===== config.mk =====
export PLATFORM = sky130hd
export DESIGN_NAME = qu_decode
export DESIGN_NICKNAME = d
export VERILOG_FILES = /design/src/rtl/qu_decode_pkg.sv /design/src/rtl/qu_decode_comb.sv /design/src/rtl/qu_decode.sv
export SDC_FILE = /design/constraint.sdc
export NUM_CORES = 1
export LEC_CHECK = 0
export ABC_CLOCK_PERIOD_IN_PS = 1800
export BUFFER_PORTS_ARGS = -buffer_cell sky130_fd_sc_hd__buf_2
export CORE_UTILIZATION = 51
export DETAILED_ROUTE_END_ITERATION = 7
export PLACE_DENSITY = 0.77
export SLEW_MARGIN = 20
export SYNTH_ARGS = -nofsm -noshare
export SYNTH_HDL_FRONTEND = slang
export SYNTH_SLANG_ARGS = --single-unit

===== constraint.sdc =====
create_clock -name clk -period 1.8 [get_ports clk]
set_input_delay 0.36 -clock clk [delete_from_list [all_inputs] [get_ports clk]]
set_output_delay 0.36 -clock clk [all_outputs]
set_load 0.01 [all_outputs]

===== src/rtl/qu_decode_pkg.sv =====
// -----------------------------------------------------------------------------
// qu_decode_pkg
// Shared RV32I decode definitions for the Qu processor: instruction/PC/immediate
// types, 3-bit optype codes, base opcodes, the decoded-instruction bundle and
// the immediate extraction function used by the decode stage.
// No ports (package).
// -----------------------------------------------------------------------------
package qu_decode_pkg;

    localparam int QU_PC_WIDTH    = 12;
    localparam int QU_INSTR_WIDTH = 32;

    typedef logic [QU_INSTR_WIDTH-1:0] instr_t;
    typedef logic [QU_PC_WIDTH-1:0]    pc_t;
    typedef logic [31:0]               imm32_t;

    // Operation classes handed to dispatch
    localparam logic [2:0] OPTYPE_ALU     = 3'd0;
    localparam logic [2:0] OPTYPE_LOAD    = 3'd1;
    localparam logic [2:0] OPTYPE_STORE   = 3'd2;
    localparam logic [2:0] OPTYPE_BRANCH  = 3'd3;
    localparam logic [2:0] OPTYPE_JUMP    = 3'd4;
    localparam logic [2:0] OPTYPE_UPPER   = 3'd5;
    localparam logic [2:0] OPTYPE_SYSTEM  = 3'd6;
    localparam logic [2:0] OPTYPE_ILLEGAL = 3'd7;

    // RV32I base opcodes (instr[6:0])
    localparam logic [6:0] OPC_OP       = 7'b0110011;
    localparam logic [6:0] OPC_OP_IMM   = 7'b0010011;
    localparam logic [6:0] OPC_LOAD     = 7'b0000011;
    localparam logic [6:0] OPC_STORE    = 7'b0100011;
    localparam logic [6:0] OPC_BRANCH   = 7'b1100011;
    localparam logic [6:0] OPC_JAL      = 7'b1101111;
    localparam logic [6:0] OPC_JALR     = 7'b1100111;
    localparam logic [6:0] OPC_LUI      = 7'b0110111;
    localparam logic [6:0] OPC_AUIPC    = 7'b0010111;
    localparam logic [6:0] OPC_SYSTEM   = 7'b1110011;
    localparam logic [6:0] OPC_MISC_MEM = 7'b0001111;

    typedef struct packed {
        pc_t         pc;
        logic [2:0]  optype;
        logic [2:0]  funct3;
        logic        funct7_b5;
        logic [4:0]  rd;
        logic [4:0]  rs1;
        logic [4:0]  rs2;
        logic        rd_valid;
        logic        rs1_valid;
        logic        rs2_valid;
        imm32_t      imm;
        logic        imm_valid;
        logic        illegal;
    } dec_instr_t;

    // Sign-extended immediate selected by the instruction format implied by the
    // opcode. R-type and unknown opcodes yield zero.
    function automatic imm32_t decode_imm(input instr_t instr);
        imm32_t imm;
        imm = 32'd0;
        case (instr[6:0])
            OPC_OP_IMM, OPC_LOAD, OPC_JALR, OPC_SYSTEM, OPC_MISC_MEM:
                imm = {{20{instr[31]}}, instr[31:20]};
            OPC_STORE:
                imm = {{20{instr[31]}}, instr[31:25], instr[11:7]};
            OPC_BRANCH:
                imm = {{19{instr[31]}}, instr[31], instr[7], instr[30:25],
                       instr[11:8], 1'b0};
            OPC_LUI, OPC_AUIPC:
                imm = {instr[31:12], 12'd0};
            OPC_JAL:
                imm = {{11{instr[31]}}, instr[31], instr[19:12], instr[20],
                       instr[30:21], 1'b0};
            default:
                imm = 32'd0;
        endcase
        return imm;
    endfunction

endpackage


===== src/rtl/qu_decode_comb.sv =====
// -----------------------------------------------------------------------------
// qu_decode_comb
// Purely combinational RV32I decoder: raw instruction + PC -> dec_instr_t,
// including illegal-instruction detection. Illegal encodings are reported as
// optype ILLEGAL with every valid bit cleared so nothing downstream reads or
// writes registers for them.
// Ports:
//   instr_i  raw 32-bit instruction
//   pc_i     instruction PC (carried through)
//   dec_o    decoded bundle
// -----------------------------------------------------------------------------
module qu_decode_comb
    import qu_decode_pkg::*;
(
    input  instr_t     instr_i,
    input  pc_t        pc_i,
    output dec_instr_t dec_o
);

    logic [6:0] opcode_s;
    logic [2:0] funct3_s;
    logic [6:0] funct7_s;
    logic [2:0] optype_s;
    logic       rd_use_s;
    logic       rs1_use_s;
    logic       rs2_use_s;
    logic       imm_use_s;
    logic       bad_s;

    assign opcode_s = instr_i[6:0];
    assign funct3_s = instr_i[14:12];
    assign funct7_s = instr_i[31:25];

    // Classify the opcode, mark which operands the format carries, flag bad encodings
    always_comb begin
        optype_s  = OPTYPE_ALU;
        rd_use_s  = 1'b0;
        rs1_use_s = 1'b0;
        rs2_use_s = 1'b0;
        imm_use_s = 1'b1;
        bad_s     = 1'b0;
        case (opcode_s)
            OPC_OP: begin
                optype_s  = OPTYPE_ALU;
                rd_use_s  = 1'b1;
                rs1_use_s = 1'b1;
                rs2_use_s = 1'b1;
                imm_use_s = 1'b0;
                // funct7 0x20 only exists for SUB and SRA
                if (funct7_s == 7'h00) begin
                    bad_s = 1'b0;
                end else if (funct7_s == 7'h20) begin
                    bad_s = !((funct3_s == 3'b000) || (funct3_s == 3'b101));
                end else begin
                    bad_s = 1'b1;
                end
            end
            OPC_OP_IMM: begin
                optype_s  = OPTYPE_ALU;
                rd_use_s  = 1'b1;
                rs1_use_s = 1'b1;
                // Shift-immediates reuse funct7 as an encoding field
                if (funct3_s == 3'b001) begin
                    bad_s = (funct7_s != 7'h00);
                end else if (funct3_s == 3'b101) begin
                    bad_s = !((funct7_s == 7'h00) || (funct7_s == 7'h20));
                end else begin
                    bad_s = 1'b0;
                end
            end
            OPC_LOAD: begin
                optype_s  = OPTYPE_LOAD;
                rd_use_s  = 1'b1;
                rs1_use_s = 1'b1;
                bad_s     = (funct3_s == 3'b011) || (funct3_s == 3'b110) ||
                            (funct3_s == 3'b111);
            end
            OPC_STORE: begin
                optype_s  = OPTYPE_STORE;
                rs1_use_s = 1'b1;
                rs2_use_s = 1'b1;
                bad_s     = (funct3_s > 3'b010);
            end
            OPC_BRANCH: begin
                optype_s  = OPTYPE_BRANCH;
                rs1_use_s = 1'b1;
                rs2_use_s = 1'b1;
                bad_s     = (funct3_s == 3'b010) || (funct3_s == 3'b011);
            end
            OPC_JAL: begin
                optype_s = OPTYPE_JUMP;
                rd_use_s = 1'b1;
            end
            OPC_JALR: begin
                optype_s  = OPTYPE_JUMP;
                rd_use_s  = 1'b1;
                rs1_use_s = 1'b1;
                bad_s     = (funct3_s != 3'b000);
            end
            OPC_LUI, OPC_AUIPC: begin
                optype_s = OPTYPE_UPPER;
                rd_use_s = 1'b1;
            end
            OPC_SYSTEM, OPC_MISC_MEM: begin
                optype_s  = OPTYPE_SYSTEM;
                rd_use_s  = 1'b1;
                rs1_use_s = 1'b1;
            end
            default: begin
                bad_s = 1'b1;
            end
        endcase
        // Compressed / non-32-bit encodings are not supported
        if (instr_i[1:0] != 2'b11) begin
            bad_s = 1'b1;
        end else begin
            bad_s = bad_s;
        end
    end

    // Assemble the bundle; illegal instructions suppress all operand/immediate use
    always_comb begin
        dec_o.pc        = pc_i;
        dec_o.funct3    = funct3_s;
        dec_o.funct7_b5 = instr_i[30];
        dec_o.rd        = instr_i[11:7];
        dec_o.rs1       = instr_i[19:15];
        dec_o.rs2       = instr_i[24:20];
        if (bad_s) begin
            dec_o.optype    = OPTYPE_ILLEGAL;
            dec_o.illegal   = 1'b1;
            dec_o.rd_valid  = 1'b0;
            dec_o.rs1_valid = 1'b0;
            dec_o.rs2_valid = 1'b0;
            dec_o.imm       = 32'd0;
            dec_o.imm_valid = 1'b0;
        end else begin
            dec_o.optype    = optype_s;
            dec_o.illegal   = 1'b0;
            // x0 as destination is a no-write
            dec_o.rd_valid  = rd_use_s && (instr_i[11:7] != 5'd0);
            dec_o.rs1_valid = rs1_use_s;
            dec_o.rs2_valid = rs2_use_s;
            dec_o.imm       = imm_use_s ? decode_imm(instr_i) : 32'd0;
            dec_o.imm_valid = imm_use_s;
        end
    end

endmodule


===== src/rtl/qu_decode.sv =====
// -----------------------------------------------------------------------------
// qu_decode
// Decode stage of the Qu processor. Accepts fetched instructions over a
// valid/ready handshake, decodes them combinationally at accept time and holds
// the result in a registered output slot backed by one skid slot, so full
// throughput is kept while absorbing one cycle of dispatch backpressure.
// Optional build macro: QU_DECODE_PERF_CNT_EN adds perf_decoded / perf_stall.
// Ports:
//   clk, rst_n              clock, asynchronous active-low reset
//   flush                   synchronous kill of both held entries and any input
//   in_valid/in_ready       fetch handshake (in_ready registered, = !skid full)
//   in_instr, in_pc         fetched instruction and its PC
//   out_valid/out_ready     dispatch handshake
//   out_dec                 registered decoded bundle
//   perf_decoded            (macro) output transfers, wraps at 2^32
//   perf_stall              (macro) cycles with in_valid && !in_ready
// Only the default widths (PC 12, instruction 32) are supported.
// -----------------------------------------------------------------------------
module qu_decode
    import qu_decode_pkg::*;
#(
    parameter int PC_WIDTH    = QU_PC_WIDTH,
    parameter int INSTR_WIDTH = QU_INSTR_WIDTH
) (
    input  logic                   clk,
    input  logic                   rst_n,
    input  logic                   flush,
    input  logic                   in_valid,
    output logic                   in_ready,
    input  logic [INSTR_WIDTH-1:0] in_instr,
    input  logic [PC_WIDTH-1:0]    in_pc,
    output logic                   out_valid,
    input  logic                   out_ready,
    output dec_instr_t             out_dec
`ifdef QU_DECODE_PERF_CNT_EN
    ,
    output logic [31:0]            perf_decoded,
    output logic [31:0]            perf_stall
`endif
);

    dec_instr_t dec_s;
    dec_instr_t out_q, out_d;
    dec_instr_t skid_q, skid_d;
    logic       out_valid_q, out_valid_d;
    logic       skid_full_q, skid_full_d;
    logic       in_ready_q, in_ready_d;
    logic       accept_s;
    logic       drain_s;

    qu_decode_comb u_comb (
        .instr_i (in_instr),
        .pc_i    (in_pc),
        .dec_o   (dec_s)
    );

    assign accept_s = in_valid && in_ready_q;
    assign drain_s  = out_valid_q && out_ready;

    // Next-state of the output/skid pair; flush wins over accept and drain
    always_comb begin
        out_d       = out_q;
        skid_d      = skid_q;
        out_valid_d = out_valid_q;
        skid_full_d = skid_full_q;
        if (flush) begin
            out_valid_d = 1'b0;
            skid_full_d = 1'b0;
        end else if (!out_valid_q || drain_s) begin
            // Output slot frees up this cycle: oldest held entry moves in first
            if (skid_full_q) begin
                out_d       = skid_q;
                out_valid_d = 1'b1;
                if (accept_s) begin
                    skid_d      = dec_s;
                    skid_full_d = 1'b1;
                end else begin
                    skid_full_d = 1'b0;
                end
            end else if (accept_s) begin
                out_d       = dec_s;
                out_valid_d = 1'b1;
            end else begin
                out_valid_d = 1'b0;
            end
        end else begin
            // Output is stalled; a new entry parks in the skid slot
            if (accept_s) begin
                skid_d      = dec_s;
                skid_full_d = 1'b1;
            end else begin
                skid_full_d = skid_full_q;
            end
        end
        in_ready_d = !skid_full_d;
    end

    // Handshake and data registers
    always_ff @(posedge clk or negedge rst_n) begin
        if (!rst_n) begin
            out_q       <= '0;
            skid_q      <= '0;
            out_valid_q <= 1'b0;
            skid_full_q <= 1'b0;
            in_ready_q  <= 1'b1;
        end else begin
            out_q       <= out_d;
            skid_q      <= skid_d;
            out_valid_q <= out_valid_d;
            skid_full_q <= skid_full_d;
            in_ready_q  <= in_ready_d;
        end
    end

    assign out_dec   = out_q;
    assign out_valid = out_valid_q;
    assign in_ready  = in_ready_q;

`ifdef QU_DECODE_PERF_CNT_EN
    logic [31:0] perf_decoded_q;
    logic [31:0] perf_stall_q;

    // Performance counters; deliberately not cleared by flush
    always_ff @(posedge clk or negedge rst_n) begin
        if (!rst_n) begin
            perf_decoded_q <= 32'd0;
            perf_stall_q   <= 32'd0;
        end else begin
            if (drain_s) begin
                perf_decoded_q <= perf_decoded_q + 32'd1;
            end
            if (in_valid && !in_ready_q) begin
                perf_stall_q <= perf_stall_q + 32'd1;
            end
        end
    end

    assign perf_decoded = perf_decoded_q;
    assign perf_stall   = perf_stall_q;
`endif

endmodule


After elaboration in Yosys (flattened, before gate mapping)
Cells that the tools add are included.
{ "totals": {"reg_bits": 145, "elab_cells": 109} }
{ "classes": {"n_lt_le_gt_ge": 1, "n_eq_ne": 20, "mux": 28, "bitwise": 1, "n_reduce_logical": 30} }
{ "ops": {"columns": ["operator", "count"], "rows": [
  ["two-way mux 71 bit", 5],
  ["case mux 32 bit (5 select lines)", 1],
  ["two-way mux 37 bit", 1],
  ["two-way mux 32 bit", 1],
  ["== test 7 x 6 -> 1 bit, second input constant", 4],
  ["== test 7 bit, second input constant", 4],
  ["case mux 3 bit (6 select lines)", 1],
  ["two-way mux 1 bit", 17],
  ["== test 7 x 5 -> 1 bit, second input constant", 2],
  ["OR reduction 5 bit", 2],
  ["== test 3 bit, second input constant", 3],
  ["OR reduction 9 bit", 1],
  ["OR reduction 8 bit", 1],
  ["== test 7 x 2 -> 1 bit, second input constant", 1],
  ["== test 7 x 4 -> 1 bit, second input constant", 1],
  ["logical NOT 7 bit", 1],
  ["case mux 1 bit (7 select lines)", 1],
  ["nonzero test 7 bit", 1],
  ["== test 3 x 2 -> 1 bit, second input constant", 2],
  ["logical OR 1 bit", 6],
  ["OR reduction 2 bit", 3],
  ["nonzero test 5 bit", 1],
  ["logical NOT 1 bit", 4],
  ["inequality test 2 bit, second input constant", 2],
  ["11 further kinds", 14]
]} }

Longest topological paths before layout
{ "depth": {"ltp_word": 11, "ltp_mapped": 9, "mapped_depth_nobuf": 6} }

Cells and area by module
From an unflattened synthesis, not the netlist that was laid out.
{ "hier_totals": {"hier_cells": 593, "hier_area_um2": 7518.5} }
{ "by_module_without_submodules": {"columns": ["module", "instances", "cells_per_inst", "area_per_inst_um2", "seq_area_each_um2"], "rows": [
  ["qu_decode", 1, 391, 6314.8, 3629.7],
  ["qu_decode_comb", 1, 202, 1203.7, 0.0]
]} }

Worst setup path after synthesis
No wires, ideal clock.
{ "synth_timing": {"path_type": "input to register", "start": "in in_instr[6]", "end": "reg out_q (netlist bit out_dec[16])", "setup_time_ns": 0.131, "arrival_ns": 2.002, "required_time_ns": 1.669, "setup_slack_ns": -0.333, "stages": 9, "n_path_buf": 3, "cell_sequence": "clkbuf_1 > or4b_1 > nor4_1 > a41oi_1 > nand4_4 > nand2b_1 > buf_2 > buf_4 > o22ai_1"} }
{ "synth_between": {"elab_chain_len": 7} }
{ "synth_lines": {"columns": ["element", "line_no", "rtl"], "rows": [
  ["from (decl)", "qu_decode.sv:30", "input logic [INSTR_WIDTH-1:0] in_instr,"],
  ["== test 7 bit, or another cell as far along", "qu_decode_pkg.sv:61, qu_decode_comb.sv:42", null],
  ["OR reduction 5 bit (no source line), or another cell as far along", null, null],
  ["case mux 1 bit (7 select lines) or case mux 32 bit (5 select lines) (tied branches)", "qu_decode_comb.sv:42, qu_decode_pkg.sv:61", null],
  ["two-way mux 1 bit or two-way mux 32 bit (tied branches)", "qu_decode_comb.sv:114, qu_decode_comb.sv:144", null],
  ["two-way mux 37 bit (*)", "qu_decode_comb.sv:129", "if (bad_s) begin"],
  ["two-way mux 71 bit (*)", "qu_decode.sv:80", "end else if (accept_s) begin"],
  ["two-way mux 71 bit (*)", "qu_decode.sv:71", "if (skid_full_q) begin"],
  ["to (signal assigned)", "qu_decode.sv:107", "out_q <= out_d;"],
  ["to (decl)", "qu_decode.sv:43", "dec_instr_t out_q, out_d;"]
]} }
Every way passes the cells marked *; elsewhere a longest branch is shown, timed or not. The select of a mux whose other input is x is not followed.
A chain may end at the register's enable or synchronous reset.

Worst setup path after layout
{ "layout_timing": {"start": "in in_instr[2]", "end": "reg out_q (netlist bit out_dec[1])"} }
{ "layout_between": {"elab_chain_len": 7} }
{ "layout_lines": {"columns": ["element", "line_no", "rtl"], "rows": [
  ["== test 7 bit, or another cell as far along", "qu_decode_comb.sv:42", "case (opcode_s)"],
  ["OR reduction 5 bit (no source line)", null, null],
  ["case mux 1 bit (7 select lines)", "qu_decode_comb.sv:42", null],
  ["two-way mux 1 bit", "qu_decode_comb.sv:114", "if (instr_i[1:0] != 2'b11) begin"],
  ["two-way mux 37 bit (*)", "qu_decode_comb.sv:129", null],
  ["two-way mux 71 bit (*)", "qu_decode.sv:80", null],
  ["two-way mux 71 bit (*)", "qu_decode.sv:71", null]
]} }
Marks and branches as above.

==> results_dict.tcl <==
set metrics [dict create \
    hold_depth 3 \
    initial_core_util 0.532 \
    drt_iter0_drc 699 \
    cts_tree "yes" \
    antenna_left 0 \
    r2r_end "out_dec[15]" \
    hp-class "primary input to flip-flop" \
    tightest_slew_ns 0.449 \
    syn_area_um2 6820 \
    maxSlewViolCount 0 \
    drt-total-wl_mm 21.9 \
    grt_util_met2 0.474 \
    period_needed_ns 1.90 \
    num_rows 41 \
    grt_pass1_vias 6433 \
    vdd_drop_max_mv 0.605 \
    maxClockFrequency_ghz 0.526 \
    num-nets-final 987 \
    dr_total_vias 6697 \
    syn_inst 751 \
    clock_sinks 145 \
    clock_latency_ns 0.43 \
    maxCapViolCount 0 \
    leakage_nw 4.52 \
    clkTransAtPathRegs_ns 0.06 \
    status "complete, but fails checks" \
    syn_avg_cell_area_um2 9.09 \
    coreArea_um2 12800 \
    globalRoute.busiestLayer "met2" \
    yosysMostFrequentCell "nand2_1" \
    register_area_um2 3630 \
    cp_cell_sequence "buf_6, buf_6, or4b_4, nor4_4, a41oi_2, nand4_4, nand2b_4, clkbuf_16, nand3_1" \
    netlist.area_leader.share 0.528 \
    instances_no_fill 1122 \
    overflow 0 \
    grt_pass1_wl_mm 32.9 \
    die_w_um 118 \
    dp.cells 1078 \
    cts_buffers 17 \
    slowest_delay_ns 0.56 \
    slew_headroom 0.701 \
    viasPerCell 5.97 \
    synth_edf_count 0 \
    grt_max_degree 57 \
    use_met1 0.404 \
    crit_path_frequent_cell "buf_6" \
    io_pins 122 \
    worstHoldStart "in_pc[3]" \
    hold_violations 0 \
    dieArea_um2 13800 \
    fin_ws_ns -0.100 \
    use_met3 0.0620 \
    finalSetupViolCount 36 \
    antenna_found_initial 0 \
    powerDensity_nw_per_um2 996 \
    die_y_um 118 \
    io_buffers 121 \
    criticalPathCategory "primary input to flip-flop" \
    drive_gt1_frac 0.333 \
    grtUsageTotal 0.301 \
    r2r_cells 6 \
    fillers 867 \
    drt-pass1-iter-count 5 \
    clock_path_buffers 2 \
    ys_top_cells_by_count "191 x nand2_1, 144 x dfrtp_1, 62 x a21oi_1" \
    synth_top_area_cell "dfrtp_1" \
    dp_hpwl_mm 13.9 \
    async_reset_ff_frac 1.00 \
    fin_setup_tns_ns -1.60 \
    yosysSeqAreaShare 0.532 \
    synth_seq_cells 145 \
    critPathRequiredTime_ns 2.09 \
    hold_end "skid_q[62]" \
    reg2reg_from "in_ready" \
    multi_input_area_um2 3210 \
    rrSetupSlack_ns -0.09 \
    ys_warn_count 0 \
    syn_nets 800 \
    worstPathMaxFanout 6 \
    synthDistinctLibCells 52 \
    start_kind "primary input" \
    clockRootBuffer "clkbuf_16" \
    h-tree-depth 4 \
    synth-main-ff-cell "dfrtp_1" \
    cp.arrival_ns 2.19 \
    rsz0062_at_grt "yes" \
    cp_slowest_cell "or4b_4" \
    gp_congestion 0.952 \
    post_drt_wl_per_cell_um 19.5 \
    num_antenna_cells 0 \
    area_growth_pct 37.6 \
    worstSetupEndpointType "flip-flop" \
    drcViolationCount 0 \
    violations "negative setup slack" \
    skew_ns 0.00950 \
    period_share 1.06 \
    synth_area_leaders "dfrtp_1 53%, nand2_1 11%, a21oi_1 4.5%" \
]
report_power, final:
group / switching, mW / internal (mW) / leakage (nW)
combinational: 0.915 / 0.667 / 2.34
clock: 1.36 / 2.46 / 0.316
sequential: 0.254 / 3.70 / 1.86
total: 2.53 / 6.83 / 4.52
area by class of cell:
type / count / area share
sequential: 145 / 0.387
multi-input combinational: 538 / 0.342
timing repair buffer: 228 / 0.177
clock buffer: 22 / 0.0516
tap: 172 / 0.0229
clock inverter: 9 / 0.0163
inverter: 8 / 0.00320
sequential cells by signal, summed over array words and instances, names as in the netlist:
register and flops:
in_ready 1, skid_q 71, out_valid 1, skid_full_q 1, out_dec 71
how the worst max path moves through the flow:
stage | start | to | slack, ns | depth (start not counted)
2_1_floorplan | in_instr[14] | skid_q[10] | -0.24 | 8
3_3_place_gp | in_instr[28] | out_dec[23] | -0.47 | 8
3_5_place_dp | in_instr[28] | out_dec[28] | -0.55 | 8
4_1_cts | in_ready | skid_q[20] | 0.001 | 5
5_1_grt | in_instr[12] | skid_q[12] | -0.14 | 9
6_report | in_instr[2] | out_dec[1] | -0.10 | 9
kinds of logic (layout without fill, tap and decap cells):
group / Yosys count / in the layout / synth area share
AO/OA/AOI/OAI: 204 / 204 / 0.183
XOR/XNOR: 1 / 1 / 0.00128
adder cells (fa/ha/maj): 1 / 1 / 0.00147
buffers and inverters: 70 / 267 / 0.0425
flip-flops: 145 / 145 / 0.532
multiplexers: 31 / 31 / 0.0455
AND/OR/NAND/NOR: 299 / 301 / 0.194
through the flow:
step                area, um2  setup WS, ns  total power, mW   util  hold slack (ns)
detailed placement       8200        -0.546             5.43  0.639            0.281
floorplan                6860        -0.236             4.69      -           0.0644
finish                   9390        -0.100             9.35  0.732            0.135
global placement         8200        -0.465             5.36  0.639            0.278
global route             9390        -0.137             9.71  0.732            0.150
CTS                      8970       0.00119             9.24  0.700            0.125
worst max-delay path, delay by kind of cell:
| family | cells | cell delay [ns] |
|---|---|---|
| simple gates | 5 | 1.35 |
| compound gates | 1 | 0.11 |
| buf+inv | 3 | 0.37 |
cells in the final DEF, fill, tap and decap left out, drive strengths merged, types with 2 or more instances in the layout:
master    n
a22o      2
bufinv    4
o22ai    19
nand2b    5
and2      3
buf     221
a31oi     5
and3      9
nor3b     2
nor4      3
or3       8
nor2b     4
o31ai    33
mux2i    31
clkinv    4
nand3b    5
or2       2
nor2     37
or4b      2
nand3    16
a211oi    3
inv       9
dfrtp   144
clkbuf   27
o21ai    57
a21oi    62
a32oi     7
nand2   191
a21o      7
or4       2
nor3      7
a221oi    2
nand4     2
layer usage:
| layer | share of wire | vias to the layer above |
|---|---|---|
| li1 | - | 3000 |
| met1 | 0.42 | 3296 |
| met2 | 0.48 | 333 |
| met3 | 0.068 | 68 |
| met4 | 0.035 | 0 |
| met5 | 0 | - |
timing repair:
action | 4_1_cts | 5_1_grt
hold buffers | 1 | 0
pin swaps | 1 | 16
endpoints found under the setup margin | 93 | 100
buffers inserted | 2 | 6
gates resized for setup | 14 | 53
gates cloned | 2 | 6
hold endpoints to repair | 34 | 0
No activity file was read; power rests on OpenSTA's default activity.
